**src/rtl/seq_sub_pkg.sv**
```systemverilog
// seq_sub_pkg: shared types and defaults for the sequential sliced subtractor
package seq_sub_pkg;
    typedef enum logic [1:0] {IDLE, RUN, DONE} state_t;
    localparam int WIDTH_DEF = 32;
    localparam int SLICE_DEF = 8;
    localparam int IDX_W_DEF = $clog2(WIDTH_DEF / SLICE_DEF);
    // Single-slice configurations still need a 1-bit index register.
    function automatic int idx_w(input int n);
        return n > 1 ? $clog2(n) : 1;
    endfunction
endpackage

```
**src/rtl/seq_sub_slice_if.sv**
```systemverilog
// seq_sub_slice_if: start/done request and result bundle for seq_sub_slice
interface seq_sub_slice_if
    import seq_sub_pkg::*;
#(
    parameter int WIDTH = WIDTH_DEF
);
    logic             start;
    logic [WIDTH-1:0] a;
    logic [WIDTH-1:0] b;
    logic             bin;
    logic             busy;
    logic             done;
    logic [WIDTH-1:0] diff;
    logic             bout;
    logic             zero;
    logic             neg;
    logic             ovf;
    modport master (output start, a, b, bin, input busy, done, diff, bout, zero, neg, ovf);
    modport slave  (input start, a, b, bin, output busy, done, diff, bout, zero, neg, ovf);
endinterface

```
**src/rtl/sub_slice_cla.sv**
```systemverilog
// sub_slice_cla: combinational SLICE-bit carry-lookahead adder (x + y + cin)
module sub_slice_cla #(
    parameter int SLICE = 8
) (
    input  logic [SLICE-1:0] x,
    input  logic [SLICE-1:0] y,
    input  logic             cin,
    output logic [SLICE-1:0] s,
    output logic             cout
);
    logic [SLICE-1:0] g;
    logic [SLICE-1:0] p;
    logic [SLICE:0]   c;
    assign g = x & y;
    assign p = x ^ y;
    // Each carry is a flat sum of generate terms gated by the propagates above them.
    always_comb begin
        logic acc;
        logic t;
        c = '0;
        c[0] = cin;
        for (int i = 0; i < SLICE; i++) begin
            acc = cin;
            for (int j = 0; j <= i; j++) acc = acc & p[j];
            for (int j = 0; j <= i; j++) begin
                t = g[j];
                for (int k = j + 1; k <= i; k++) t = t & p[k];
                acc = acc | t;
            end
            c[i+1] = acc;
        end
    end
    assign s    = p ^ c[SLICE-1:0];
    assign cout = c[SLICE];
endmodule

```
**src/rtl/seq_sub_slice.sv**
```systemverilog
// seq_sub_slice: multi-cycle a - b - bin, SLICE bits per clock; SEQ_SUB_FLAGS_EN adds zero/neg/ovf flags
module seq_sub_slice
    import seq_sub_pkg::*;
#(
    parameter int WIDTH = WIDTH_DEF,
    parameter int SLICE = SLICE_DEF
) (
    input  logic          clk,
    input  logic          rst,
    seq_sub_slice_if.slave io
);
    localparam int N  = WIDTH / SLICE;
    localparam int IW = idx_w(N);

    state_t           state;
    logic [IW-1:0]    idx;
    logic [WIDTH-1:0] a_r;
    logic [WIDTH-1:0] nb_r;
    logic [WIDTH-1:0] diff_r;
    logic [WIDTH-1:0] diff_nx;
    logic             cy;
    logic             busy_r;
    logic             done_r;
    logic             bout_r;
    logic [SLICE-1:0] s;
    logic             co;
    logic             last;
    int               base;

    assign base = int'(idx) * SLICE;
    assign last = idx == IW'(N - 1);

    sub_slice_cla #(.SLICE(SLICE)) u_cla (
        .x    (a_r[base +: SLICE]),
        .y    (nb_r[base +: SLICE]),
        .cin  (cy),
        .s    (s),
        .cout (co)
    );

    always_comb begin
        diff_nx = diff_r;
        diff_nx[base +: SLICE] = s;
    end

    // Subtraction is a + ~b + ~bin; the final carry inverted is the borrow.
    always_ff @(posedge clk or posedge rst) begin
        if (rst) begin
            state  <= IDLE;
            idx    <= '0;
            a_r    <= '0;
            nb_r   <= '0;
            cy     <= 1'b0;
            diff_r <= '0;
            busy_r <= 1'b0;
            done_r <= 1'b0;
            bout_r <= 1'b0;
        end else begin
            done_r <= 1'b0;
            if (state == RUN) begin
                diff_r <= diff_nx;
                cy     <= co;
                idx    <= last ? '0 : idx + 1'b1;
                if (last) begin
                    state  <= DONE;
                    busy_r <= 1'b0;
                    done_r <= 1'b1;
                    bout_r <= ~co;
                end
            end else if (io.start) begin
                a_r    <= io.a;
                nb_r   <= ~io.b;
                cy     <= ~io.bin;
                idx    <= '0;
                busy_r <= 1'b1;
                state  <= RUN;
            end else begin
                state <= IDLE;
            end
        end
    end

    assign io.busy = busy_r;
    assign io.done = done_r;
    assign io.diff = diff_r;
    assign io.bout = bout_r;

`ifdef SEQ_SUB_FLAGS_EN
    logic zero_r;
    logic neg_r;
    logic ovf_r;
    // nb_r holds ~b, so equal operand signs means a and b differ in sign.
    always_ff @(posedge clk or posedge rst) begin
        if (rst) begin
            zero_r <= 1'b0;
            neg_r  <= 1'b0;
            ovf_r  <= 1'b0;
        end else if (state == RUN && last) begin
            zero_r <= diff_nx == '0;
            neg_r  <= diff_nx[WIDTH-1];
            ovf_r  <= (a_r[WIDTH-1] == nb_r[WIDTH-1]) && (diff_nx[WIDTH-1] != a_r[WIDTH-1]);
        end
    end
    assign io.zero = zero_r;
    assign io.neg  = neg_r;
    assign io.ovf  = ovf_r;
`else
    assign io.zero = 1'b0;
    assign io.neg  = 1'b0;
    assign io.ovf  = 1'b0;
`endif
endmodule

```
**src/flat_wrapper.sv**
```systemverilog
// flat-port wrapper written by rule: the top's interface ports become plain ports
module seq_sub_slice_flat import seq_sub_pkg::*;
#(
    parameter int WIDTH = WIDTH_DEF,
    parameter int SLICE = SLICE_DEF
)
  (clk, rst, io_start, io_a, io_b, io_bin, io_busy, io_done, io_diff, io_bout, io_zero, io_neg, io_ovf);
  seq_sub_slice_if #(.WIDTH(WIDTH)) io_i ();
  input  logic clk;
  input  logic rst;
  input wire logic [$bits(io_i.start)-1:0] io_start;
  input wire logic [$bits(io_i.a)-1:0] io_a;
  input wire logic [$bits(io_i.b)-1:0] io_b;
  input wire logic [$bits(io_i.bin)-1:0] io_bin;
  output wire logic [$bits(io_i.busy)-1:0] io_busy;
  output wire logic [$bits(io_i.done)-1:0] io_done;
  output wire logic [$bits(io_i.diff)-1:0] io_diff;
  output wire logic [$bits(io_i.bout)-1:0] io_bout;
  output wire logic [$bits(io_i.zero)-1:0] io_zero;
  output wire logic [$bits(io_i.neg)-1:0] io_neg;
  output wire logic [$bits(io_i.ovf)-1:0] io_ovf;
  assign io_i.start = io_start;
  assign io_i.a = io_a;
  assign io_i.b = io_b;
  assign io_i.bin = io_bin;
  assign io_busy = io_i.busy;
  assign io_done = io_i.done;
  assign io_diff = io_i.diff;
  assign io_bout = io_i.bout;
  assign io_zero = io_i.zero;
  assign io_neg = io_i.neg;
  assign io_ovf = io_i.ovf;
  seq_sub_slice #(.WIDTH(WIDTH), .SLICE(SLICE)) u_core (.clk(clk), .rst(rst), .io(io_i));
endmodule
```
**config.mk**
```make
export PLATFORM = sky130hd
export DESIGN_NAME = seq_sub_slice_flat
export DESIGN_NICKNAME = d
export VERILOG_FILES = /design/src/rtl/seq_sub_pkg.sv /design/src/rtl/seq_sub_slice_if.sv /design/src/rtl/sub_slice_cla.sv /design/src/rtl/seq_sub_slice.sv /design/src/flat_wrapper.sv
export SDC_FILE = /design/constraint.sdc
export NUM_CORES = 1
export LEC_CHECK = 0
export ABC_AREA = 0
export BUFFER_PORTS_ARGS = -buffer_cell sky130_fd_sc_hd__buf_2
export CORE_ASPECT_RATIO = 0.9
export CORE_MARGIN = 3
export CORE_UTILIZATION = 35
export CTS_CLUSTER_DIAMETER = 60
export DETAILED_ROUTE_END_ITERATION = 10
export MAX_ROUTING_LAYER = met4
export SETUP_SLACK_MARGIN = 0.5
export SLEW_MARGIN = 20
export SYNTH_ARGS = -nofsm -noshare
export SYNTH_HDL_FRONTEND = slang
export SYNTH_HIERARCHICAL = 1
export SYNTH_SLANG_ARGS = --single-unit
```
**constraint.sdc**
```tcl
create_clock -name clk -period 5.75 [get_ports clk]
set_input_delay 1.15 -clock clk [delete_from_list [all_inputs] [get_ports clk]]
set_output_delay 1.15 -clock clk [all_outputs]
set_load 0.02 [all_outputs]
```
After elaboration in Yosys (flattened, before gate mapping)
Index checks and enable logic that the tools add are counted.
Storage, ports and cells
  flip-flop bits (word level): 104
  bits of input ports: 68
  word-level logic and storage cells: 115
  output and inout port bits: 38
Operators by class
  add/subtract/negate cells: 2
  shift-type cells: 4
  reductions and logical operators: 4
  bitwise gates (word level): 79
  equality and inequality tests: 3
  multiplexer cells: 14
Operators with widths (count)
  $shiftx A32 B6 Y8: 2
  $and A1 B1 Y1: 36
  $or A1 B1 Y1: 36
  $neg A5 Y33: 1
  $shift A8 B33 Y32 const A: 1
  $shiftx A8 B33 Y32: 1
  $bwmux W32: 1
  $not A32 Y32: 1
  $xor A8 B8 Y8: 2
  $mux W2: 5
  $and A8 B8 Y8: 1
  $mux W1: 8
  $reduce_and A2 Y1: 3
  $not A1 Y1: 3
  $add A2 B1 Y2 const B: 1
  $eq A2 B1 Y1 const B: 1
  $eq A2 B2 Y1 const B: 1
  $ne A2 B1 Y1 const B: 1
  $reduce_bool A2 Y1: 1

Longest topological paths before layout
  depth after elaboration: 19
  depth in mapped cells: 11
  depth with buffers taken out: 9

Modules after synthesis
Netlist, hierarchy kept.
By module, submodules not included
  seq_sub_slice: area an instance 4489.3 um^2, sequential area each 2602.5 um^2, cells an instance 342, times used 1
  sub_slice_cla: area an instance 327.8 um^2, sequential area each 0.0 um^2, cells an instance 39, times used 1

Least setup slack after synthesis
OpenSTA, ideal clock, no wires.
  kind: flip-flop to flip-flop
  start point: register u_core.idx[0]
  end point: register u_core.diff_r[7] (netlist: u_core/io.diff[7])
  data required time: 5667 ps
  data arrival time: 3024 ps
  period minus slack after synthesis: 3106 ps
  cell stages (with the launch flop): 11
  setup time: 83 ps
  buffers on the path: 1
  path slack: 2644 ps
  path through: dfrtp_1 buf_2 mux4_2 ha_1 ha_1 o211ai_2 a21oi_1 or4_4 a32oi_1 nand2_1 o21ai_0
On the way
  word-level cells in the longest chain between the ends: 19
  elaborated cells between the ends (all ways): 65
  those cells by class: add/sub (1); shift (4); mux (1); bitwise (59)
Ends and longest elaborated chain
  start: declaration: line seq_sub_slice.sv:16  | logic [IW-1:0] idx;
  start signal: assignment: line seq_sub_slice.sv:63  | idx <= last ? '0 : idx + 1'b1;
  $shiftx A32 B6 Y8, on equally long branches: line seq_sub_slice.sv:34, seq_sub_slice.sv:35
  $xor A8 B8 Y8: line sub_slice_cla.sv:15  | assign p = x ^ y;
  $and A1 B1 Y1 (7 in series): line sub_slice_cla.sv:24  | for (int j = 0; j <= i; j++) acc = acc & p[j];
  $or A1 B1 Y1 (7 in series): line sub_slice_cla.sv:28  | acc = acc | t;
  $xor A8 B8 Y8 (*): line sub_slice_cla.sv:33  | assign s = p ^ c[SLICE-1:0];
  named net u_core.s[7]: line seq_sub_slice.sv:25  | logic [SLICE-1:0] s;
  $shiftx A8 B33 Y32 (*): line seq_sub_slice.sv:43  | diff_nx[base +: SLICE] = s;
  $bwmux W32 (*): line seq_sub_slice.sv:43
  end signal: assignment: line seq_sub_slice.sv:61  | diff_r <= diff_nx;
  end: declaration: line seq_sub_slice.sv:19  | logic [WIDTH-1:0] diff_r;
The timed path passes the listed nets; every way through them passes the cells marked *.
A chain may end at the register's enable or synchronous reset.

Worst setup path in the final report
Same ends and word-level chain as after synthesis.

==> flow_summary.yaml <==
run_status:
  outcome: "finished clean"
global_route:
  grt.total_usage: 0.160
  grt_overflow_total: 0
  grt_max_degree: 66
  grt_pass1_wl_um: 18100
  grt_antenna_before_repair: 0
  grt_pass1_vias: 3370
clock_tree:
  cts_setup_buffers: 0
  cts_htree_levels: 3
  cts_tree: "built"
  cts-root-buf: "clkbuf_16"
  cts-resized-gates: 0
  holdBufCountCts: 0
  cts_buffer_depth: 2
  cts.sinks: 104
  clk_latency_ns: 0.35
  numCtsBuffers: 9
  cts.clk_slew.worst_paths_ns: 0.07
critical_path:
  end_kind: "flip-flop"
  r2r_slack_ns: 2.28
  startpoint_type: "flip-flop"
  critPathKind: "reg2reg"
  rr_startpoint: "u_core/idx[0]"
  path_buf_inv: 1
  path_max_fanout: 16
  cp.required_ns: 6.02
  slowest_stage: "mux4_2"
  cp_top_family: "compound AO/OA/AOI/OAI gates"
  reg2reg_depth: 10
  critical_path.max_stage_delay_ns: 0.59
  cp_data_arrival_time_ns: 3.74
  cpMostUsedCell: "ha_1"
  path_cells: "buf_4 > mux4_2 > ha_1 > ha_1 > o211ai_2 > a21oi_1 > or4_4 > a32oi_1 > nand2_1 > o21ai_0"
  r2r-end: "u_core/io.diff[7]"
sta:
  finalSetupViolations: 0
  setup_tns_ns: 0
  worst-slew-pin-transition_ns: 0.870
  rsz0062_at_grt: "false"
  fmax_mhz: 288
  post-route-period-util: 0.604
  period_needed_ns: 3.47
  fin_skew_ns: 0.0103
  max_slew_margin: 0.420
  hold_viol_final: 0
  whs_ns: 0.480
  slew_violations: 0
floorplan:
  die_y_um: 117
  die_area_sq_um: 15200
  die_w_um: 130
  num_io_pins: 106
  start_util: 0.359
  placementRows: 40
  fp.coreArea_sq_um: 13400
yosys:
  yosysWarnings: 6
  syn_avg_cell_area_sq_um: 12.6
  synth_top_area_frac: 0.540
  synth_top_area_cell: "dfrtp_1"
  synth_edf_count: 0
  async_reset_ff_frac: 1.00
  synth_area_sq_um: 4820
  ys_ff_latch: 104
  yosys.area_share.simple: 0.0616
  synthTopCellsByArea: "dfrtp_1 (54%), mux4_2 (7.5%), a21oi_1 (6.6%)"
  synth.distinct_cells: 41
  synth_xor_area_frac: 0.00727
  synthMuxAreaShare: 0.163
  synth-compound-area-share: 0.144
  synth_top_family_by_area: "multiplexers"
  synth_flop_cell: "dfrtp_1"
  synth_fa_ha_area_frac: 0.0431
  syn_inst: 381
  ys_seq_area_frac: 0.540
pwr:
  p_leak_nw: 2.65
  peakVddDrop_mv: 0.318
  power.density_nw_per_um2: 728
worst_hold_path:
  whs_path_depth: 2
  hp-start: "u_core/io.diff[9]"
  hold_path_class: "reg2reg"
  hold_end: "u_core/io.diff[9]"
placement:
  place_inst: 628
  io_buffers: 102
  dp_hpwl_um: 8130
  gp_congestion: 0.771
route:
  drtAntennaViolNets: 0
  drt_first_pass_iters: 4
  route.detailed.drc: 0
  wl_per_cell_um: 17.8
  wl_um: 11500
  vias_per_cell: 5.18
  drt_iter0_drc: 230
  num_vias: 3335
final_layout:
  stdcell_count: 644
  antennaDiodeCount: 0
  final_cell_mix: "dfrtp_1 (104), buf_2 (102), a21oi_1 (64), nand2_1 (32), mux2_2 (18)"
  nNetsFinal: 555
  drive_gt1_frac: 0.374
  synthToLayoutAreaGrowth_pct: 18.5
  layout_commonest_cell: "dfrtp_1"
run:
  drv_cap: 0
## tightest hold or removal path, stage by stage, from the launching register on
cell and delay [ns]:
dfrtp_1 0.34, nand2_1 0.05, o21ai_0 0.06
## flip-flops by register name, summed over array words and instances, names as in the netlist
name and count:
u_core/cy 1, u_core/io.busy 1, u_core/io.diff 32, u_core/state 2, u_core/nb_r 32, u_core/io.done 1, u_core/idx 2, u_core/a_r 32
u_core/io.bout 1
## cells in the mapped netlist, types with 2 or more instances
| master | count |
|---|---|
| mux2_2 | 18 |
| o21ai_0 | 17 |
| clkbuf_1 | 11 |
| a32o_1 | 3 |
| nor3b_1 | 3 |
| nand3b_1 | 3 |
| nand2_1 | 32 |
| o21a_1 | 3 |
| and4b_1 | 2 |
| nor4bb_1 | 2 |
| ha_1 | 15 |
| a21oi_2 | 3 |
| nor2_1 | 9 |
| mux4_2 | 16 |
| buf_2 | 8 |
| inv_1 | 6 |
| a22o_1 | 17 |
| mux2_4 | 14 |
| buf_6 | 6 |
| xnor2_1 | 3 |
| and2_4 | 2 |
| buf_4 | 3 |
| dfrtp_1 | 104 |
| a21oi_1 | 64 |
## worst max-delay path by stage
stage | start | to | slack (ns) | cells after the start
global route | u_core/idx[0] | u_core/io.diff[15] | 1.96 | 10
CTS | u_core/idx[0] | u_core/io.diff[7] | 2.25 | 10
finish | u_core/idx[0] | u_core/io.diff[7] | 2.28 | 10
floorplan | rst | u_core/a_r[0] | 1.87 | 1
detailed placement | u_core/idx[0] | u_core/io.diff[7] | 2.28 | 10
global placement | u_core/idx[0] | u_core/io.diff[7] | 2.33 | 10
## area by class of cell
type                       instances  area (sq um)
clock inverter                     4          51.3
inverter                           6          25.0
fill                            1284          7700
multi-input combinational        245          2030
clock buffer                      12           256
sequential                       104          2600
timing repair buffer             105           533
tap                              168           210
## per-layer routing
| metal | vias up | global-route usage | part of all wire |
|---|---|---|---|
| li1 | 1563 | - | - |
| met4 | 0 | 0.0506 | 0.015 |
| met2 | 129 | 0.228 | 0.45 |
| met3 | 18 | 0.0368 | 0.064 |
| met1 | 1625 | 0.226 | 0.47 |
| met5 | - | - | 0 |
## power by group
part	switching (mW)	internal [mW]	total [mW]
Clock	0.267	0.362	0.629
Sequential	0.228	1.07	1.30
Combinational	1.28	0.951	2.23
Total	1.77	2.39	4.16
## cell families (layout without fill, tap and decap cells)
kind of cell / after synthesis / after routing
fa+ha+maj: 16 / 16
compound gates: 114 / 114
mux: 49 / 49
flops: 104 / 104
other cells: 1 / 3
xor+xnor: 4 / 4
simple gates: 59 / 59
buf+inv: 34 / 127
## per-stage QoR
stage | util | power [mW] | worst slack (ns) | cell area [sq um]
after global routing | 0.426 | 4.46 | 1.96 | 5710
after floorplan | - | 2.93 | 1.87 | 4820
final | 0.426 | 4.16 | 2.28 | 5710
after CTS | 0.426 | 4.17 | 2.25 | 5710
after detailed placement | 0.403 | 3.53 | 2.28 | 5400
after global placement | 0.403 | 3.45 | 2.33 | 5400
(Power assumes the default switching activity.)
